<file path="config.mk">
export PLATFORM = sky130hd
export DESIGN_NAME = mult_div_unit
export DESIGN_NICKNAME = d
export VERILOG_FILES = /design/src/rtl/mdu_pkg.sv /design/src/rtl/mdu_step.sv /design/src/rtl/mult_div_unit.sv
export SDC_FILE = /design/constraint.sdc
export NUM_CORES = 1
export LEC_CHECK = 0
export CORE_ASPECT_RATIO = 0.5
export CORE_MARGIN = 4
export CORE_UTILIZATION = 57
export DETAILED_ROUTE_END_ITERATION = 10
export PLACE_DENSITY = 0.85
export SYNTH_ARGS = -nofsm -noshare
export SYNTH_HDL_FRONTEND = slang
export SYNTH_SLANG_ARGS = --single-unit
export TNS_END_PERCENT = 10
</file>
<file path="constraint.sdc">
create_clock -name clk -period 4.4 [get_ports clk]
set_clock_uncertainty 0.2 [all_clocks]
set_input_delay 1.32 -clock clk [delete_from_list [all_inputs] [get_ports clk]]
set_output_delay 1.32 -clock clk [all_outputs]
set_load 0.005 [all_outputs]
</file>
<file path="src/rtl/mdu_pkg.sv">
// Shared definitions for the iterative multiply/divide unit: op encodings,
// controller states and the iteration count.
package mdu_pkg;

  localparam int ITERS = 32;

  typedef enum logic [1:0] {
    OP_MULT  = 2'b00,
    OP_MULTU = 2'b01,
    OP_DIV   = 2'b10,
    OP_DIVU  = 2'b11
  } op_e;

  typedef enum logic [1:0] {
    S_IDLE = 2'b00,
    S_RUN  = 2'b01,
    S_FIX  = 2'b10
  } state_e;

  function automatic logic op_is_div(input op_e o);
    return (o == OP_DIV) || (o == OP_DIVU);
  endfunction

  function automatic logic op_is_signed(input op_e o);
    return (o == OP_MULT) || (o == OP_DIV);
  endfunction

endpackage

</file>
<file path="src/rtl/mdu_step.sv">
// One radix-2 iteration on unsigned magnitudes: shift-add multiply or
// restoring shift-subtract divide over the {acc_hi, acc_lo} pair.
module mdu_step (
  input  logic        is_div,
  input  logic [31:0] acc_hi,
  input  logic [31:0] acc_lo,
  input  logic [31:0] operand,
  output logic [31:0] acc_hi_next,
  output logic [31:0] acc_lo_next
);

  logic [32:0] sum;
  logic [32:0] rem_sh;
  logic [32:0] divisor;

  always_comb begin
    sum         = {1'b0, acc_hi} + (acc_lo[0] ? {1'b0, operand} : 33'd0);
    rem_sh      = {acc_hi, acc_lo[31]};
    divisor     = {1'b0, operand};
    acc_hi_next = acc_hi;
    acc_lo_next = acc_lo;
    if (is_div) begin
      // Quotient bits shift into acc_lo as dividend bits shift out of it.
      if (rem_sh >= divisor) begin
        acc_hi_next = 32'(rem_sh - divisor);
        acc_lo_next = {acc_lo[30:0], 1'b1};
      end else begin
        acc_hi_next = rem_sh[31:0];
        acc_lo_next = {acc_lo[30:0], 1'b0};
      end
    end else begin
      acc_hi_next = sum[32:1];
      acc_lo_next = {sum[0], acc_lo[31:1]};
    end
  end

endmodule

</file>
<file path="src/rtl/mult_div_unit.sv">
// MIPS-style HI/LO multiply/divide unit: 32 iterations on magnitudes, then a
// sign-fix cycle that writes HI/LO and pulses done.
module mult_div_unit
  import mdu_pkg::*;
#(
  parameter int WIDTH = 32
) (
  input  logic             clk,
  input  logic             rst_n,
  input  logic             start,
  input  logic [1:0]       op,
  input  logic [WIDTH-1:0] a,
  input  logic [WIDTH-1:0] b,
  input  logic             hi_we,
  input  logic             lo_we,
  input  logic [WIDTH-1:0] wdata,
  output logic             busy,
  output logic             done,
  output logic             div0,
  output logic [WIDTH-1:0] hi,
  output logic [WIDTH-1:0] lo
);

  state_e      state_q, state_d;
  op_e         op_q, op_d;
  logic [4:0]  cnt_q, cnt_d;
  logic [31:0] acc_hi_q, acc_hi_d;
  logic [31:0] acc_lo_q, acc_lo_d;
  logic [31:0] opb_q, opb_d;
  logic        sign_a_q, sign_a_d;
  logic        sign_b_q, sign_b_d;
  logic [31:0] hi_q, hi_d;
  logic [31:0] lo_q, lo_d;
  logic        busy_q, busy_d;
  logic        done_q, done_d;
  logic        div0_q, div0_d;

  op_e         op_in;
  logic        in_signed;
  logic        in_sa;
  logic        in_sb;
  logic [31:0] step_hi;
  logic [31:0] step_lo;

  logic [63:0] prod_mag;
  logic [63:0] prod_res;
  logic [31:0] quo_res;
  logic [31:0] rem_res;
  logic        by_zero;

  assign op_in     = op_e'(op);
  assign in_signed = op_is_signed(op_in);
  assign in_sa     = in_signed & a[31];
  assign in_sb     = in_signed & b[31];

  mdu_step u_step (
    .is_div      (op_is_div(op_q)),
    .acc_hi      (acc_hi_q),
    .acc_lo      (acc_lo_q),
    .operand     (opb_q),
    .acc_hi_next (step_hi),
    .acc_lo_next (step_lo)
  );

  // Sign correction of the magnitude results; divide-by-zero keeps the
  // sign-restored dividend as remainder and forces an all-ones quotient.
  always_comb begin
    prod_mag = {acc_hi_q, acc_lo_q};
    prod_res = (sign_a_q ^ sign_b_q) ? -prod_mag : prod_mag;
    by_zero  = (opb_q == 32'd0);
    rem_res  = sign_a_q ? -acc_hi_q : acc_hi_q;
    quo_res  = (sign_a_q ^ sign_b_q) ? -acc_lo_q : acc_lo_q;
    if (by_zero) begin
      quo_res = 32'hFFFF_FFFF;
    end
  end

  always_comb begin
    state_d  = state_q;
    op_d     = op_q;
    cnt_d    = cnt_q;
    acc_hi_d = acc_hi_q;
    acc_lo_d = acc_lo_q;
    opb_d    = opb_q;
    sign_a_d = sign_a_q;
    sign_b_d = sign_b_q;
    hi_d     = hi_q;
    lo_d     = lo_q;
    busy_d   = busy_q;
    done_d   = 1'b0;
    div0_d   = 1'b0;
    case (state_q)
      S_IDLE: begin
        if (hi_we) hi_d = wdata;
        if (lo_we) lo_d = wdata;
        if (start) begin
          op_d     = op_in;
          sign_a_d = in_sa;
          sign_b_d = in_sb;
          acc_hi_d = 32'd0;
          acc_lo_d = in_sa ? -a : a;
          opb_d    = in_sb ? -b : b;
          cnt_d    = 5'd0;
          busy_d   = 1'b1;
          state_d  = S_RUN;
        end
      end
      S_RUN: begin
        acc_hi_d = step_hi;
        acc_lo_d = step_lo;
        cnt_d    = cnt_q + 5'd1;
        if (cnt_q == 5'(ITERS - 1)) state_d = S_FIX;
      end
      S_FIX: begin
        if (op_is_div(op_q)) begin
          hi_d   = rem_res;
          lo_d   = quo_res;
          div0_d = by_zero;
        end else begin
          hi_d = prod_res[63:32];
          lo_d = prod_res[31:0];
        end
        done_d  = 1'b1;
        busy_d  = 1'b0;
        state_d = S_IDLE;
      end
      default: begin
        busy_d  = 1'b0;
        state_d = S_IDLE;
      end
    endcase
  end

  always_ff @(posedge clk or negedge rst_n) begin
    if (!rst_n) begin
      state_q  <= S_IDLE;
      op_q     <= OP_MULT;
      cnt_q    <= 5'd0;
      acc_hi_q <= 32'd0;
      acc_lo_q <= 32'd0;
      opb_q    <= 32'd0;
      sign_a_q <= 1'b0;
      sign_b_q <= 1'b0;
      hi_q     <= 32'd0;
      lo_q     <= 32'd0;
      busy_q   <= 1'b0;
      done_q   <= 1'b0;
      div0_q   <= 1'b0;
    end else begin
      state_q  <= state_d;
      op_q     <= op_d;
      cnt_q    <= cnt_d;
      acc_hi_q <= acc_hi_d;
      acc_lo_q <= acc_lo_d;
      opb_q    <= opb_d;
      sign_a_q <= sign_a_d;
      sign_b_q <= sign_b_d;
      hi_q     <= hi_d;
      lo_q     <= lo_d;
      busy_q   <= busy_d;
      done_q   <= done_d;
      div0_q   <= div0_d;
    end
  end

  assign busy = busy_q;
  assign done = done_q;
  assign div0 = div0_q;
  assign hi   = hi_q;
  assign lo   = lo_q;

endmodule

</file>
==> impl_results.md, run 1 <==
* Hold Path Class: register to register
* Total track usage at 33.2%
* Post-synthesis compound-gate area fraction at 25.5%
* Post-synth ARST share at 100%
* Via count at 14,797
* Number of fill cells at 1,987
* DP HPWL at 36.1 mm
* Pwr dens at 914 nW/µm²
* Cells after Synth at 1,862
* Cell area after layout at 17,200 µm²
* Register area share after synthesis at 29.8%
* Worst-margin pin slew at 831 ps
* Slowest cell delay on critical path at 630 ps
* Deepest clock path buffer count at 2
* Initial DRC Count at 1,966
* P_leak at 7.33 nW
* Setup Viol. Count Final at 0
* Setup_tns at 0 ps
* Die width at 234 µm
* Post-Synth Simple-Gate Area at 19.6%
* Area growth syn-to-layout at 18.1%
* Setup WS post-layout at 475 ps
* Clock-pin slew on the worst setup and hold paths at 70 ps
* Via-to-Cell Ratio at 6.36
* Mux cell area share after synthesis at 3.34%
* Setup bufs post-CTS at 0
* Setup WS pre-CTS at 224 ps
* Maximum fanout along the worst path at 7
* CTS H-tree depth at 4
* CTS tree: yes
* Post-route ant nets at 0
* First-pass GRT wire length at 74.6 mm
* Crit. End Element: register
* Total CTS buffers at 17
* Dominant cells by area after synthesis: dfrtp_1 30%, o21ai_0 7.3%, nand2_1 6.1%
* Max Cap Violations at 0
* Post-synth top area share at 29.8%
* Flops & latches, synth at 173
* Post-synth EDFFs at 0
* Port Buffers at 169
* Largest net degree at the start of global routing at 95
* Most frequent cells after synthesis: 236 x nand2_1, 211 x o21ai_0, 183 x nor2_1
* YS warnings at 0
* Die area at 28,300 µm²
* Post-Synth Adder-Cell Area at 6.30%
* CP dominant cell by count: or4_4
* Final Cycle Share at 89.2%
* Root buf cell: clkbuf_16
* DR WL/cell at 20.4 µm
* # IOs at 170
* Core Region at 24,500 µm²
* Post-DP Area at 16,600 µm²
* Netlist cell types at 75
* 1st-pass router iterations at 6
* Hold buffers post-CTS at 0
* Die Span Y at 121 µm
* Top-count cell post-synth: nand2_1
* Count of final hold-check violations at 0
* Clk_lat worst skew at 460 ps
* Critical path launch point type: register
* Slew Limit Fails at 0
* Maximum vdd ir drop at 0.439 mV
* Share of layout cells above drive strength 1 at 4.87%
* Row count at 40
* RSZ-0062 raised after global routing: no
* Synth area leader: dfrtp_1
* Initial antenna violation count at 0
* Initial Utilization at 59.3%
* Vias in the first global route at 13,574
* Largest family of logic cells by synthesized area: compound AO/OA/AOI/OAI gates
* Drt drc at 0
* Syn_nets at 2,037
* Main synth FF type: dfrtp_1
* Synth Cell Area at 14,500 µm²
* Post-route minimum period at 3930 ps
* Worst endpoint required time at 4500 ps
* PostCTS Resize Cnt at 0
* Total clock sinks at 173
* Global route overflow at 0
* Routed WL at 47.5 mm
* Slowest stage cell, crit path: or4_4
* Gpl congestion at 1.01
* Diodes inserted at 0
* Status: complete, no violations
* Crit Path Category: register to register
* Critical Path AT at 4030 ps
* Relative slew slack at 43.2%
* Highest clock rate at 0.255 GHz
* Synth Area in XOR/XNOR at 10.6%
* Layout Nets at 2,152
* Syn_area_per_cell at 7.81 µm²
* Worst-path cell chain: or4_4 > or3_4 > or4_4 > or4_4 > nor4_4 > or3b_1 > o21ai_0 > xnor2_1 > a21oi_1
metrics by stage:
stage               hold slack (ps)  cells  util, %  power (mW)
floorplan                       250   1862        -        10.4
global placement                261   2294     67.5        13.5
detailed placement              268   2294     67.5        13.7
CTS                             282   2326     70.0        15.4
global route                    306   2326     70.0        16.8
finish                          284   2326     70.0        15.7
final timing paths:
path                               from            to  slack (ps)  cells after the start
min reg2reg                   opb_q[20]     opb_q[20]         280                      2
min                           opb_q[20]     opb_q[20]         280                      2
min in group asynchronous         rst_n  acc_hi_q[11]         650                      1
max reg2reg                acc_lo_q[18]        hi[13]         470                      9
max                        acc_lo_q[18]        hi[13]         470                      9
max in group asynchronous         rst_n     opb_q[30]        2500                      2
cell type report:
| cell class | instances | area, µm² | share of cell area, % |
|---|---|---|---|
| Multi-Input combinational cell | 1507 | 9530 | 55.5 |
| Clock inverter | 14 | 178 | 1.03 |
| Tap cell | 336 | 420 | 2.45 |
| Clock buffer | 18 | 429 | 2.50 |
| Timing Repair Buffer | 206 | 2010 | 11.7 |
| Sequential cell | 173 | 4330 | 25.2 |
| Inverter | 72 | 270 | 1.57 |
worst max-delay path, delay by kind of cell (launching register included):
| family | cells | cell delay (ps) |
|---|---|---|
| flip-flops | 1 | 460 |
| AO/OA/AOI/OAI | 2 | 270 |
| AND/OR/NAND/NOR | 6 | 2420 |
| XOR/XNOR | 1 | 410 |
cell families (layout without fill, tap and decap cells):
kind of cell               after synthesis  count (layout)
and+or+nand+nor                        620             620
DFF                                    173             173
buffers and inverters                  182             310
muxes                                   48              48
AOI/OAI and AO/OA                      591             591
xor gates and xnor gates               176             176
adders and majority gates               72              72
power by group:
group	internal, mW	leakage [nW]	total [mW]	switching, mW
Clock	0.860	0.290	1.60	0.739
Sequential	2.41	2.07	3.51	1.09
Combinational	4.54	4.98	10.6	6.05
routing by layer:
metal	up-vias	global-route usage, %	share of wire (%)
li1	6920	-	-
met1	6955	48.0	43
met2	834	49.2	43
met3	88	8.82	12
met4	0	8.86	2.4
met5	-	0	0
registers in the layout, indices dropped and copies added, names as in the netlist:
signal	count
cnt_q	5
state_q	2
opb_q	32
hi	32
acc_lo_q	32
busy	1
op_q	1
sign_a_q	1
div0	1
sign_b_q	1
done	1
acc_hi_q	32
lo	32
cell usage in the layout (no fill, tap or decap), types with 32 or more instances in the layout:
cell type,count
a21o_1,39
a21oi_1,131
buf_4,34
clkdlybuf4s50_1,168
dfrtp_1,172
ha_1,70
inv_1,71
mux2i_1,44
nand2_1,236
nor2_1,182
nor4_1,32
o21ai_0,211
xnor2_1,93
xor2_1,83
No activity file was read; power rests on OpenSTA's default activity.
==> run 2, diff against run 1 <==
==> constraint.sdc (replaced) <==
create_clock -name clk -period 4.4 [get_ports clk]
set_clock_uncertainty 0.2 [all_clocks]
set_input_delay 0.66 -clock clk [delete_from_list [all_inputs] [get_ports clk]]
set_output_delay 0.66 -clock clk [all_outputs]
set_load 0.005 [all_outputs]
==> run 2 against run 1 <==
- worst hold slack about the same
- clock-buffer cell count up 2
- design area up 0.12%
- largest power group unchanged
==> impl_results.md, run 2 (synthesized netlist as in run 1, its figures left out) <==
* Initial DRC Count at 2,062
* Critical Path AT at 3990 ps
* Die Span Y at 121 µm
* End of the critical path: acc_lo_q[0]
* Slowest stage cell, crit path: or4_1
* Most frequent cells in the layout: 236 x nand2_1, 211 x o21ai_0, 182 x nor2_1
* Share of layout cells above drive strength 1 at 4.68%
* P_leak at 7.35 nW
* Hold Path Class: register to register
* Total CTS buffers at 17
* Worst setup startpoint: acc_hi_q[4]
* Count of final hold-check violations at 0
* Worst-margin pin slew at 1050 ps
* Non-filler cells, final at 2,324
* Largest net degree at the start of global routing at 78
* Port Buffers at 169
* Global route overflow at 0
* Total clock sinks at 173
* DR WL/cell at 21.3 µm
* R2r startpoint: acc_hi_q[4]
* Crit. End Element: register
* Root buf cell: clkbuf_16
* CTS tree: yes
* Clock-pin slew on the worst setup and hold paths at 70 ps
* Buf/Inv on CP at 1
* Layout Nets at 2,150
* Setup Viol. Count Final at 0
* Hold Crit Start: hi[28]
* Setup WS pre-CTS at 646 ps
* Relative slew slack at 30.0%
* Slew Limit Fails at 0
* Status: complete, no violations
* Die area at 28,300 µm²
* Worst-path cell chain: ha_1 > nand4_1 > or4_1 > o311ai_1 > a21o_1 > o31a_2 > buf_12 > nor2_1 > a211o_1 > a22oi_1
* Initial Utilization at 59.3%
* Critical Path Stages at 10
* Pwr dens at 925 nW/µm²
* Reg2reg end: acc_lo_q[0]
* FF+latch area at 4330 µm²
* FF-to-FF path depth at 10
* Setup_tns at 0 ps
* Drt drc at 0
* Setup bufs post-CTS at 0
* CTS H-tree depth at 4
* Setup WS post-layout at 553 ps
* Maximum vdd ir drop at 0.613 mV
* RSZ-0062 raised after global routing: no
* Row count at 40
* Worst hold slack at 284 ps
* DP HPWL at 37.4 mm
* First-pass GRT wire length at 76.3 mm
* Highest clock rate at 0.260 GHz
* Commonest non-fill, non-tap cell in the layout: nand2_1
* Worst endpoint required time at 4550 ps
* CP top delay family: compound AO/OA/AOI/OAI gates
* Multi-input logic area at 9530 µm²
* Clk_lat worst skew at 460 ps
* R2r setup slk at 550 ps
* Number of fill cells at 2,052
* Routed WL at 49.4 mm
* Crit Path Category: register to register
* Via count at 15,077
* Power Total at 15.9 mW
* Post-route minimum period at 3850 ps
* Maximum fanout along the worst path at 44
* Diodes inserted at 0
* Post-route ant nets at 0
* Slowest cell delay on critical path at 600 ps
* Total track usage at 34.3%
* Vias in the first global route at 13,720
* Core Region at 24,500 µm²
* Initial antenna violation count at 0
* Die width at 234 µm
* Critical path launch point type: register
* Area growth syn-to-layout at 18.3%
* Inst Count DP at 2,291
* Gpl congestion at 1.08
* Via-to-Cell Ratio at 6.49
* Final Cycle Share at 87.4%
* # IOs at 170
* 1st-pass router iterations at 8
* Deepest clock path buffer count at 2
* Max Cap Violations at 0
## run 2: cell type report
type / instances / share of cell area, %
Inverter: 72 / 1.57
Tap cell: 336 / 2.45
Multi-Input combinational cell: 1507 / 55.5
Sequential cell: 173 / 25.2
Timing Repair Buffer: 204 / 11.5
Clock buffer: 20 / 2.60
Clock inverter: 12 / 1.20
## run 2: metrics by stage
stage	cell area (µm²)	util [%]
after floorplan	14500	-
after global placement	16500	67.4
after detailed placement	16500	67.4
after CTS	17200	70.1
after global routing	17200	70.1
final	17200	70.1
## run 2: report_power, final
part / total, mW / leakage [nW] / switching (mW) / internal [mW]
registers: 3.58 / 2.07 / 1.16 / 2.41
clock network: 1.74 / 0.321 / 0.708 / 1.03
logic: 10.6 / 4.96 / 6.06 / 4.52
total: 15.9 / 7.35 / 7.93 / 7.97
## run 2: layer usage
metal	routed length (µm)	vias up	track usage (%)
met4	1180	0	9.49
met1	20700	7096	49.2
met2	21500	954	51.8
met3	5980	104	8.21
met5	0	-	0
li1	-	6923	-
## run 2: how the worst min path moves through the flow
stage             endpoint  cells past startpoint
2_1_floorplan  acc_hi_q[0]                      0
3_3_place_gp         hi[8]                      2
3_5_place_dp        hi[28]                      2
4_1_cts             hi[28]                      2
5_1_grt              lo[5]                      1
6_report            hi[28]                      2
## run 2: tightest hold or removal path: stages (launching register included)
cell and delay, ps:
dfrtp_1 350, nand2_1 50, o31ai_1 50
## run 2: repair_timing
| action | in CTS | in global routing |
|---|---|---|
| gates resized for setup | 0 | 0 |
| hold buffers | 1 | 0 |
| hold endpoints to repair | 51 | 0 |
